**src/rtl/ecg_peak_detector_if.sv**
```systemverilog
// FIFO read-side handshake between the sample FIFO (slave) and the peak detector (master).
interface ecg_peak_detector_if #(
  parameter int DATA_WIDTH = 32
);
  logic                  fifo_empty;
  logic                  fifo_rd_en;
  logic [DATA_WIDTH-1:0] fifo_data;

  modport master (input fifo_empty, input fifo_data, output fifo_rd_en);
  modport slave  (output fifo_empty, output fifo_data, input fifo_rd_en);
endinterface

```
**src/rtl/ecg_peak_detector.sv**
```systemverilog
// ecg_peak_detector: pops ECG samples from a sync FIFO and reports R-peaks (value, index, R-R interval).
// Optional feature: define ECG_PEAK_COUNT_EN to add a saturating 16-bit peak_count output.
module ecg_peak_detector #(
  parameter int DATA_WIDTH = 32,
  parameter int IDX_WIDTH  = 16,
  parameter int REFRACT    = 50
) (
  input  logic                         clk,
  input  logic                         rst_n,
  input  logic                         enable,
  input  logic signed [DATA_WIDTH-1:0] threshold,
  ecg_peak_detector_if.master          fifo,
  output logic                         peak_valid,
  output logic signed [DATA_WIDTH-1:0] peak_value,
  output logic        [IDX_WIDTH-1:0]  peak_index,
  output logic        [IDX_WIDTH-1:0]  rr_interval,
  output logic                         busy
`ifdef ECG_PEAK_COUNT_EN
  ,
  output logic        [15:0]           peak_count
`endif
);

  localparam int RC_W = (REFRACT < 1) ? 1 : $clog2(REFRACT + 1);
  localparam logic [IDX_WIDTH-1:0] IDX_ONE = IDX_WIDTH'(1);
  localparam logic [RC_W-1:0]      RC_ONE  = RC_W'(1);
  localparam logic [RC_W-1:0]      RC_LOAD = RC_W'(REFRACT);

  typedef enum logic [1:0] {
    IDLE = 2'd0,
    POP  = 2'd1,
    CAP  = 2'd2
  } state_t;

  state_t                       state_r;
  logic                         rd_en_r;
  logic                         above_r;
  logic                         first_peak_r;
  logic        [IDX_WIDTH-1:0]  sample_idx_r;
  logic        [IDX_WIDTH-1:0]  cand_idx_r;
  logic        [IDX_WIDTH-1:0]  last_idx_r;
  logic signed [DATA_WIDTH-1:0] cand_r;
  logic        [RC_W-1:0]       refract_cnt_r;

  logic signed [DATA_WIDTH-1:0] sample_s;
  logic                         gt_thr_s;
  logic                         gt_cand_s;
  logic        [IDX_WIDTH-1:0]  rr_s;

  assign fifo.fifo_rd_en = rd_en_r;

  // Signed comparisons of the FIFO sample and the R-R distance of the pending candidate.
  always_comb begin
    sample_s  = fifo.fifo_data;
    gt_thr_s  = (sample_s > threshold);
    gt_cand_s = (sample_s > cand_r);
    if (first_peak_r) begin
      rr_s = {IDX_WIDTH{1'b0}};
    end else begin
      rr_s = cand_idx_r - last_idx_r;
    end
  end

  // Pop/capture FSM with threshold detection; peak_valid pulses the cycle after CAP.
  always_ff @(posedge clk or negedge rst_n) begin
    if (!rst_n) begin
      state_r       <= IDLE;
      rd_en_r       <= 1'b0;
      busy          <= 1'b0;
      above_r       <= 1'b0;
      first_peak_r  <= 1'b1;
      sample_idx_r  <= {IDX_WIDTH{1'b0}};
      cand_idx_r    <= {IDX_WIDTH{1'b0}};
      last_idx_r    <= {IDX_WIDTH{1'b0}};
      cand_r        <= {DATA_WIDTH{1'b0}};
      refract_cnt_r <= {RC_W{1'b0}};
      peak_valid    <= 1'b0;
      peak_value    <= {DATA_WIDTH{1'b0}};
      peak_index    <= {IDX_WIDTH{1'b0}};
      rr_interval   <= {IDX_WIDTH{1'b0}};
    end else begin
      rd_en_r    <= 1'b0;
      peak_valid <= 1'b0;
      case (state_r)
        IDLE: begin
          if (enable && !fifo.fifo_empty) begin
            state_r <= POP;
            rd_en_r <= 1'b1;
            busy    <= 1'b1;
          end else begin
            state_r <= IDLE;
            busy    <= 1'b0;
          end
        end
        POP: begin
          state_r <= CAP;
          busy    <= 1'b1;
        end
        CAP: begin
          state_r      <= IDLE;
          busy         <= 1'b0;
          sample_idx_r <= sample_idx_r + IDX_ONE;
          if (refract_cnt_r != {RC_W{1'b0}}) begin
            refract_cnt_r <= refract_cnt_r - RC_ONE;
          end else if (gt_thr_s && !above_r) begin
            above_r    <= 1'b1;
            cand_r     <= sample_s;
            cand_idx_r <= sample_idx_r;
          end else if (gt_thr_s && gt_cand_s) begin
            // Strictly greater only: a plateau keeps the index of its first sample.
            cand_r     <= sample_s;
            cand_idx_r <= sample_idx_r;
          end else if (!gt_thr_s && above_r) begin
            above_r       <= 1'b0;
            refract_cnt_r <= RC_LOAD;
            peak_valid    <= 1'b1;
            peak_value    <= cand_r;
            peak_index    <= cand_idx_r;
            rr_interval   <= rr_s;
            last_idx_r    <= cand_idx_r;
            first_peak_r  <= 1'b0;
          end
        end
        default: begin
          state_r <= IDLE;
          busy    <= 1'b0;
        end
      endcase
    end
  end

`ifdef ECG_PEAK_COUNT_EN
  // Saturating count of emitted peaks.
  always_ff @(posedge clk or negedge rst_n) begin
    if (!rst_n) begin
      peak_count <= 16'h0000;
    end else if (peak_valid && (peak_count != 16'hFFFF)) begin
      peak_count <= peak_count + 16'h0001;
    end
  end
`endif

endmodule

```
**src/flat_wrapper.sv**
```systemverilog
// flat-port wrapper written by rule: the top's interface ports become plain ports
module ecg_peak_detector_flat 
#(
  parameter int DATA_WIDTH = 32,
  parameter int IDX_WIDTH  = 16,
  parameter int REFRACT    = 50
)
  (clk, rst_n, enable, threshold, peak_valid, peak_value, peak_index, rr_interval, busy, fifo_fifo_empty, fifo_fifo_data, fifo_fifo_rd_en);
  ecg_peak_detector_if #(.DATA_WIDTH(DATA_WIDTH)) fifo_i ();
  input  logic clk;
  input  logic rst_n;
  input  logic enable;
  input  logic signed [DATA_WIDTH-1:0] threshold;
  output logic peak_valid;
  output logic signed [DATA_WIDTH-1:0] peak_value;
  output logic        [IDX_WIDTH-1:0] peak_index;
  output logic        [IDX_WIDTH-1:0] rr_interval;
  output logic busy;
  input wire logic [$bits(fifo_i.fifo_empty)-1:0] fifo_fifo_empty;
  input wire logic [$bits(fifo_i.fifo_data)-1:0] fifo_fifo_data;
  output wire logic [$bits(fifo_i.fifo_rd_en)-1:0] fifo_fifo_rd_en;
  assign fifo_i.fifo_empty = fifo_fifo_empty;
  assign fifo_i.fifo_data = fifo_fifo_data;
  assign fifo_fifo_rd_en = fifo_i.fifo_rd_en;
  ecg_peak_detector #(.DATA_WIDTH(DATA_WIDTH), .IDX_WIDTH(IDX_WIDTH), .REFRACT(REFRACT)) u_core (.clk(clk), .rst_n(rst_n), .enable(enable), .threshold(threshold), .fifo(fifo_i), .peak_valid(peak_valid), .peak_value(peak_value), .peak_index(peak_index), .rr_interval(rr_interval), .busy(busy));
endmodule
```
**config.mk**
```make
export PLATFORM = sky130hd
export DESIGN_NAME = ecg_peak_detector_flat
export DESIGN_NICKNAME = d
export VERILOG_FILES = /design/src/rtl/ecg_peak_detector_if.sv /design/src/rtl/ecg_peak_detector.sv /design/src/flat_wrapper.sv
export SDC_FILE = /design/constraint.sdc
export NUM_CORES = 1
export LEC_CHECK = 0
export BUFFER_PORTS_ARGS = -buffer_cell sky130_fd_sc_hd__buf_2
export CORE_AREA = 2 2 130 132
export DETAILED_ROUTE_END_ITERATION = 8
export DIE_AREA = 0 0 132 134
export GPL_TIMING_DRIVEN = 0
export PLACE_DENSITY = 0.73
export SETUP_SLACK_MARGIN = 0.05
export SLEW_MARGIN = 20
export SYNTH_ARGS = -nofsm -noshare
export SYNTH_HDL_FRONTEND = slang
export SYNTH_SLANG_ARGS = --single-unit
```
**constraint.sdc**
```tcl
create_clock -name clk -period 4.1 [get_ports clk]
set_input_delay 0.615 -clock clk [delete_from_list [all_inputs] [get_ports clk]]
set_output_delay 0.615 -clock clk [all_outputs]
set_load 0.02 [all_outputs]
```
== Yosys cells after proc, flatten, opt, wreduce, memory -nomap -nowiden ==
Cells that the tools add are included.

* Add/sub/neg operators: 3
* $lt $le $gt $ge: 2
* Eq/ne operators: 5
* Muxes and demuxes: 22
* Bitwise gates (word level): 3
* Reductions and logical operators: 16

{| class="wikitable"
|+ Operators by type and width
! kind !! count
|-
| $gt A32 B32 Y1 || 2
|-
| $mux W32 || 2
|-
| $mux W16 || 3
|-
| $mux W6 || 4
|-
| $add A16 B1 Y16 const B || 1
|-
| $sub A16 B16 Y16 || 1
|-
| $mux W1 || 11
|-
| $reduce_and A4 Y1 || 2
|-
| $ne A2 B1 Y1 const B || 3
|-
| $reduce_bool A2 Y1 || 3
|-
| $reduce_bool A6 Y1 || 1
|-
| $sub A6 B1 Y6 const B || 1
|-
| $reduce_and A5 Y1 || 1
|-
| $logic_and A1 B1 Y1 || 4
|-
| $pmux W2 S2 || 1
|-
| $logic_not A1 Y1 || 3
|-
| $not A1 Y1 || 3
|-
| $reduce_and A3 Y1 || 1
|-
| $eq A2 B1 Y1 const B || 1
|-
| $eq A2 B2 Y1 const B || 1
|-
| $logic_not A2 Y1 || 1
|-
| $pmux W1 S2 || 1
|}

* Bits in registers: 141
* Input bits: 68
* Logic and storage cells: 64

== Logic depth before layout (Yosys ltp) ==
Gate-level depths: netlist of run 1.

* Word-level depth: 8
* Gate-level depth with buffers: 15
* Gate-level depth less buffers: 14

== Least setup slack after synthesis of run 1 ==
Ideal clock, no wire load.

* Path type: input to register
* From: in threshold[27]
* To: reg u_core.peak_index[0]
* Arrival time: 3277 ps
* Path slack: 696 ps
* Stages: 14
* Buffers on the path: 2
* Cell sequence: inv_1 > ha_1 > nand4_1 > or4_1 > a31oi_1 > or3_1 > and2_1 > inv_1 > ha_1 > nand3b_1 > nor2_1 > buf_4 > buf_6 > mux2_1

* Word-level cells in the longest chain between the ends: 4
* Elaborated cells between the ends (all ways): 8

{| class="wikitable"
|+ Ends and longest elaborated chain
! element !! RTL line !! RTL
|-
| start: declaration || flat_wrapper.sv:13 || <nowiki>input logic signed [DATA_WIDTH-1:0] threshold;</nowiki>
|-
| $gt A32 B32 Y1 (*) || ecg_peak_detector.sv:55 || <nowiki>gt_thr_s = (sample_s > threshold);</nowiki>
|-
| $logic_not A1 Y1, or another cell as far along || ecg_peak_detector.sv:113 || <nowiki>end else if (!gt_thr_s && above_r) begin</nowiki>
|-
| $logic_and A1 B1 Y1 or $not A1 Y1 (tied branches) || -- ||
|-
| $reduce_and A5 Y1 (no line) (*) || -- ||
|-
| end signal: assignment || ecg_peak_detector.sv:79 || <nowiki>peak_index <= {IDX_WIDTH{1'b0}};</nowiki>
|-
| end signal: assignment || ecg_peak_detector.sv:118 || <nowiki>peak_index <= cand_idx_r;</nowiki>
|-
| end: declaration || ecg_peak_detector.sv:15 || <nowiki>output logic [IDX_WIDTH-1:0] peak_index,</nowiki>
|}

Mark *: on every way between the ends. The rest lies on a longest branch, timed or not.
A chain may end at the register's enable or synchronous reset.

== Worst setup path in the final report of run 1 ==
* From: in fifo_fifo_data[27]
* To: reg u_core.peak_index[0]

* Word-level cells in the longest chain between the ends: 4
* Elaborated cells between the ends (all ways): 9

{| class="wikitable"
|+ Ends and longest elaborated chain
! element !! RTL line !! RTL
|-
| start: declaration || flat_wrapper.sv:20 || <nowiki>input wire logic [$bits(fifo_i.fifo_data)-1:0] fifo_fifo_data;</nowiki>
|-
| $gt A32 B32 Y1 (on tied branches) || ecg_peak_detector.sv:55, ecg_peak_detector.sv:56 ||
|-
| $logic_not A1 Y1, or another cell as far along || ecg_peak_detector.sv:113 ||
|-
| $logic_and A1 B1 Y1 or $not A1 Y1 (tied branches) || -- ||
|-
| $reduce_and A5 Y1 (no line) (*) || -- ||
|}

Marked as above.

==> impl_results.md, run 1 <==
* Status: finished, final reports clean
* Sink Count at 140
* Routability cong. at 0.813
* H-tree depth at 4
* Final Hold Viols at 0
* Core area at 16,300 um2
* DR iter-0 viols at 246
* Fillers at 1,403
* Nets at 1,013
* Setup Buffers After CTS at 0
* Clk_lat worst skew at 0.43 ns
* NetSw at 0.000937 W
* Die width at 132 um
* CP Class: primary input to flip-flop
* Comb power frac at 0.129
* Layout cell share with drive strength beyond 1 at 0.271
* Syn Std Cell Area at 7950 um2
* VDD IR max at 0.299 mV
* Fraction of power consumed by the clock network at 0.450
* Rel. slew slack at 0.664
* P&R area growth vs syn at 20.3%
* Power Internal at 0.00272 W
* Maximum Capacitance Violations at 0
* Commonest non-fill, non-tap cell in the layout: dfrtp_1
* CTS max path bufs at 2
* Cell Chain, Critical Path: buf_2 -> ha_1 -> nand4_1 -> or4_1 -> a31oi_1 -> or3_1 -> and2_1 -> inv_1 -> ha_1 -> nand3b_1 -> nor2_1 -> buf_4 -> buf_6 -> mux2_1
* Synth cell types at 56
* Leakage at 5.06 nW
* F_max at 268 MHz
* RSZ-0062 raised after global routing: false
* First-pass GRT wire length at 27,700 um
* Critical Path RT at 4.40 ns
* Vias at 5,610
* Cells resized by post-CTS repair at 0
* Overall Global Routing Usage at 0.198
* Num CTS Buffers at 17
* Wirelength per Cell at 15.3 um
* Seq. cell area at 3500 um2
* Async SR Flop Fraction at 1.00
* WP data arrival at 4.02 ns
* Clock-pin slew on the worst setup and hold paths at 0.06 ns
* Worst clock skew at 0.0124 ns
* Top_reg_cell synth: dfrtp_1
* Slowest stage cell, crit path: or4_1
* Post-Syn Area per Cell at 11.3 um2
* Sequential share of the synthesized area at 0.441
* PwrDens at 382 nW/um2
* Hold Crit Class: primary input to async pin
* CTS tree: yes
* YS warnings at 0
* Commonest non-fill, non-tap cells in the layout: 139 x dfrtp_1, 136 x buf_2, 93 x inv_1, 86 x ha_1, 58 x mux2_1
* Slew @ Worst Pin at 0.502 ns
* Final max-slew violation count at 0
* Antenna diode count at 0
* Initial core utilization at 0.488
* Largest net degree at the start of global routing at 89
* DP HPWL at 12,400 um
* Row count at 47
* DR pass1 iterations at 4
* Gr ovfl total at 0
* Drt drc at 0
* Crit path time final at 3.73 ns
* Initial antenna violation count at 0
* Hold Buf Count CTS at 0
* Die ar. at 17,700 um2
* Most used cell along the critical path: ha_1
* Post-Syn Instances at 704
* Final hold slack at 0.0960 ns
* Tcrit/Tclk final at 0.909
* Net Sw Frac at 0.256
* #FFs+latches synth at 140
* Crit path max fanout at 10
* Port Buffers at 134
* Die Y at 134 um
* Routed Antenna Nets at 0
* Root Driver: clkbuf_16
* Final WL at 16,600 um
* Power Total at 0.00366 W
* EDFF count, synth at 0
* Core Util, Final at 0.587
* Sequential Power Share at 0.421
* Post-synth net total at 859
* Vias in the first global route at 5,566
* Crit path launch type: primary input
* # IOs at 135
* Final setup viols at 0
* Max stage delay on crit path at 0.60 ns
* Multi-input logic area at 3980 um2
* Critical path endpoint category: flip-flop
* Vias per cell at 5.15
## cell usage after synthesis, types with 2 or more instances
cell      count  share of area
nand2_1      29          0.014
or4_1         2         0.0019
or3_1         3         0.0024
nand4_1      19          0.015
o211ai_1      4         0.0038
mux2_1       58          0.082
mux2_4       20          0.038
a22o_1        2         0.0022
a31o_1        2         0.0022
nor4_1        4         0.0031
a211oi_1      7         0.0066
buf_2         3         0.0019
o21ai_1       2         0.0013
a21o_1        8         0.0076
xnor2_1      17          0.019
o21ai_0      12         0.0076
and2_1        4         0.0031
nand3_1      12         0.0076
clkbuf_1      3         0.0014
mux2_2       34          0.048
o21a_1        5         0.0047
nor2b_1       6         0.0047
a21oi_1      35          0.022
xor2_1        9         0.0099
or2_2         2         0.0016
dfrtp_1     139           0.44
a31oi_1       8         0.0063
o31a_1        2         0.0022
o31ai_1       2         0.0019
ha_1         86           0.14
nor3_1       10         0.0063
buf_6         7         0.0099
inv_1        93          0.044
nor2_1       28          0.013
buf_4         2         0.0019
and3_1        5         0.0039
## power by group through the flow
stage	Clock (W)	Sequential, W	Combinational, W
after floorplan	0	0.00155	0.000321
after global placement	0	0.00156	0.000453
after detailed placement	0	0.00157	0.000468
after CTS	0.00168	0.00154	0.000477
after global routing	0.00174	0.00156	0.000545
final	0.00165	0.00154	0.000471
## final timing paths
kind	startpoint	endpoint	slack (ns)	cells past startpoint
setup / recovery	fifo_fifo_data[27]	u_core.peak_index[0]	0.37	14
hold / removal	rst_n	u_core.busy	0.1	1
setup reg to reg	u_core.cand_r[23]	u_core.cand_r[17]	0.79	12
hold reg to reg	u_core.sample_idx_r[15]	u_core.sample_idx_r[15]	0.47	1
max in group asynchronous	rst_n	u_core.first_peak_r	3.25	2
min in group clk	fifo_fifo_empty	u_core.fifo.fifo_rd_en	0.36	2
## critical path: cells and delay by family
kind / cells / cell delay, ns
adders and majority gates: 2 / 0.52
muxes: 1 / 0.35
AOI/OAI and AO/OA: 1 / 0.24
and+or+nand+nor: 6 / 1.66
buffers and inverters: 4 / 0.64
## metrics by stage
step / cells / cell area, um2 / setup WS [ns] / TNS, ns
3_3_place_gp: 1058 / 8900 / 0.00601 / 0
3_5_place_dp: 1059 / 8940 / -0.0462 / -1.32
2_1_floorplan: 704 / 7950 / 0.696 / 0
4_1_cts: 1090 / 9570 / 0.358 / 0
6_report: 1090 / 9570 / 0.375 / 0
5_1_grt: 1090 / 9570 / 0.245 / 0
## routing by layer
| metal | global-route usage | routed length (um) |
|---|---|---|
| met2 | 0.330 | 8120 |
| met3 | 0.0476 | 574 |
| met1 | 0.260 | 7740 |
| met4 | 0.0525 | 208 |
| met5 | 0 | 0 |
## state kept, by name, summed over array words and instances (netlist names)
register	cells
u_core.above_r	1
u_core.busy	1
u_core.cand_idx_r	16
u_core.cand_r	32
u_core.fifo.fifo_rd_en	1
u_core.first_peak_r	1
u_core.peak_index	16
u_core.peak_valid	1
u_core.peak_value	32
u_core.refract_cnt_r	6
u_core.rr_interval	16
u_core.sample_idx_r	16
u_core.state_r	1
## kinds of logic (layout without fill, tap and decap cells)
| family | count (synthesis) | after routing | synth area share |
|---|---|---|---|
| AO/OA/AOI/OAI | 100 | 100 | 0.0823 |
| XOR/XNOR | 26 | 26 | 0.0286 |
| adder cells (fa/ha/maj) | 87 | 87 | 0.138 |
| buffers and inverters | 108 | 274 | 0.0590 |
| flip-flops | 140 | 140 | 0.441 |
| multiplexers | 112 | 112 | 0.168 |
| AND/OR/NAND/NOR | 131 | 131 | 0.0837 |
## final cells by class
class | instances | share of cell area
multi-input combinational | 456 | 0.416
timing repair buffer | 135 | 0.0740
inverter | 93 | 0.0365
clock buffer | 18 | 0.0459
tap | 220 | 0.0288
sequential | 140 | 0.366
buffer | 15 | 0.0126
clock inverter | 13 | 0.0200
Note: power is estimated with default switching activity, not from simulation.
==> run 2, diff against run 1 <==
CAP_MARGIN = 20   (was not set)
PLACE_DENSITY = not set   (was 0.73)
PLACE_DENSITY_LB_ADDON = 0.2   (was not set)
==> run 2 against run 1 <==
  * Hold slack lost 0.0033 ns
  * Sequential power hardly changed
  * Combinational power increased by 3%
  * Non-clock buffer count stayed put
  * Utilization is 0.26 points lower
  * Cell count is essentially flat
  * Critical path depth is the same
  * Final area shrank 0.44%
  * Via count up 3.2%
  * Sequential share of layout area grew 0.16 points
  * Largest power group is now sequential cells
==> impl_results.md, run 2 (synthesis gave the netlist of run 1 again) <==
* Setup TNS at 0 ns
* WP data arrival at 3.97 ns
* Final setup viols at 0
* Routability cong. at 0.825
* Worst clock skew at 0.0168 ns
* DR iter-0 viols at 190
* Nets at 1,013
* Core area at 16,300 um2
* R2r setup slk at 0.80 ns
* Final max-slew violation count at 0
* Slowest stage cell, crit path: or4_1
* Biggest regs: u_core.cand_r (32), u_core.peak_value (32)
* NetSw at 0.000905 W
* DP HPWL at 13,400 um
* Most used cell along the critical path: ha_1
* Core Util, Final at 0.585
* P&R area growth vs syn at 19.8%
* Clock-pin slew on the worst setup and hold paths at 0.06 ns
* VDD IR max at 0.317 mV
* Vias per cell at 5.31
* Setup WS post-layout at 0.416 ns
* Max stage delay on crit path at 0.61 ns
* Status: finished, final reports clean
* Net Sw Frac at 0.253
* CP Class: primary input to flip-flop
* Crit path launch type: primary input
* R2R depth at 12
* Hold Buf Count CTS at 0
* Routed Antenna Nets at 0
* Root Driver: clkbuf_16
* Hold Crit Class: primary input to async pin
* Initial core utilization at 0.488
* Clk_lat worst skew at 0.42 ns
* Num CTS Buffers at 17
* Gr ovfl total at 0
* Sequential Power Share at 0.432
* CTS tree: yes
* DR pass1 iterations at 4
* Largest net degree at the start of global routing at 91
* Tcrit/Tclk final at 0.898
* Final WL at 17,700 um
* H-tree depth at 4
* Commonest non-fill, non-tap cells in the layout: 139 x dfrtp_1, 136 x buf_2, 93 x inv_1, 86 x ha_1, 58 x mux2_1
* Fraction of power consumed by the clock network at 0.432
* CTS max path bufs at 2
* Power Total at 0.00358 W
* Crit path max fanout at 10
* Rel. slew slack at 0.642
* Commonest non-fill, non-tap cell in the layout: dfrtp_1
* Power Internal at 0.00268 W
* First-pass GRT wire length at 29,100 um
* Initial antenna violation count at 0
* Slew @ Worst Pin at 0.537 ns
* F_max at 271 MHz
* Die ar. at 17,700 um2
* Cells resized by post-CTS repair at 0
* Antenna diode count at 0
* Overall Global Routing Usage at 0.205
* Critical path endpoint category: flip-flop
* Maximum Capacitance Violations at 0
* PwrDens at 376 nW/um2
* FF-to-FF Start: u_core.cand_r[21]
* Sink Count at 140
* Vias in the first global route at 5,986
* Wirelength per Cell at 16.2 um
* Die Y at 134 um
* Setup Buffers After CTS at 0
* Cell Chain, Critical Path: buf_2 -> ha_1 -> nand4_1 -> or4_1 -> a31oi_1 -> or3_1 -> and2_1 -> inv_1 -> ha_1 -> nand3b_1 -> nor2_1 -> buf_4 -> buf_6 -> mux2_1
* Critical Path RT at 4.38 ns
* RSZ-0062 raised after global routing: false
* Row count at 47
* Comb power frac at 0.136
* Final Hold Viols at 0
* Vias at 5,789
* Dpl ws at -0.00625 ns
* Port Buffers at 134
* Die width at 132 um
* Leakage at 5.05 nW
* Reg-to-reg endpoint: u_core.cand_r[17]
* Layout cell share with drive strength beyond 1 at 0.265
* Drt drc at 0
* Crit path time final at 3.68 ns
* # IOs at 135
-- run 2: metrics by stage --
step,std cells,instance area [um2],hold WS (ns)
floorplan,704,7950,0.319
global placement,1058,8900,0.458
detailed placement,1059,8940,0.466
CTS,1091,9530,0.0973
global route,1091,9530,0.125
finish,1091,9530,0.0927
-- run 2: layout make-up --
class	count	area, um2
inverters	93	349
clock buffers	25	475
repair buffers	135	708
fillers	1373	6760
plain buffers	15	120
multi-input cells	456	3980
clock inverters	7	113
flip-flops and latches	140	3500
well taps	220	275
-- run 2: power groups by stage --
stage	clock network, W	registers (W)	logic (W)
floorplan	0	0.00155	0.000321
global placement	0	0.00156	0.000449
detailed placement	0	0.00157	0.000482
CTS	0.00158	0.00154	0.000489
global route	0.00163	0.00156	0.000554
finish	0.00155	0.00155	0.000486
-- run 2: critical path, delay by kind of cell --
kind	cells	cell delay, ns
simple gates	6	1.58
mux	1	0.33
compound gates	1	0.23
buf+inv	4	0.66
fa+ha+maj	2	0.53
-- run 2: routing by layer --
layer,part of all wire,track usage
met3,0.038,0.0435
met5,0,0
met4,0.0095,0.0682
met2,0.51,0.356
met1,0.44,0.256
-- run 2: how the worst max path moves through the flow --
stage,startpoint,to,slack [ns],cells after the start
after CTS,fifo_fifo_data[27],u_core.peak_value[30],0.42,14
final,fifo_fifo_data[27],u_core.peak_value[30],0.42,14
after global placement,fifo_fifo_data[27],u_core.peak_value[4],0.02,14
after detailed placement,fifo_fifo_data[27],u_core.rr_interval[12],-0.006,14
after floorplan,threshold[27],u_core.peak_index[0],0.70,14
after global routing,fifo_fifo_data[27],u_core.peak_value[7],0.23,14
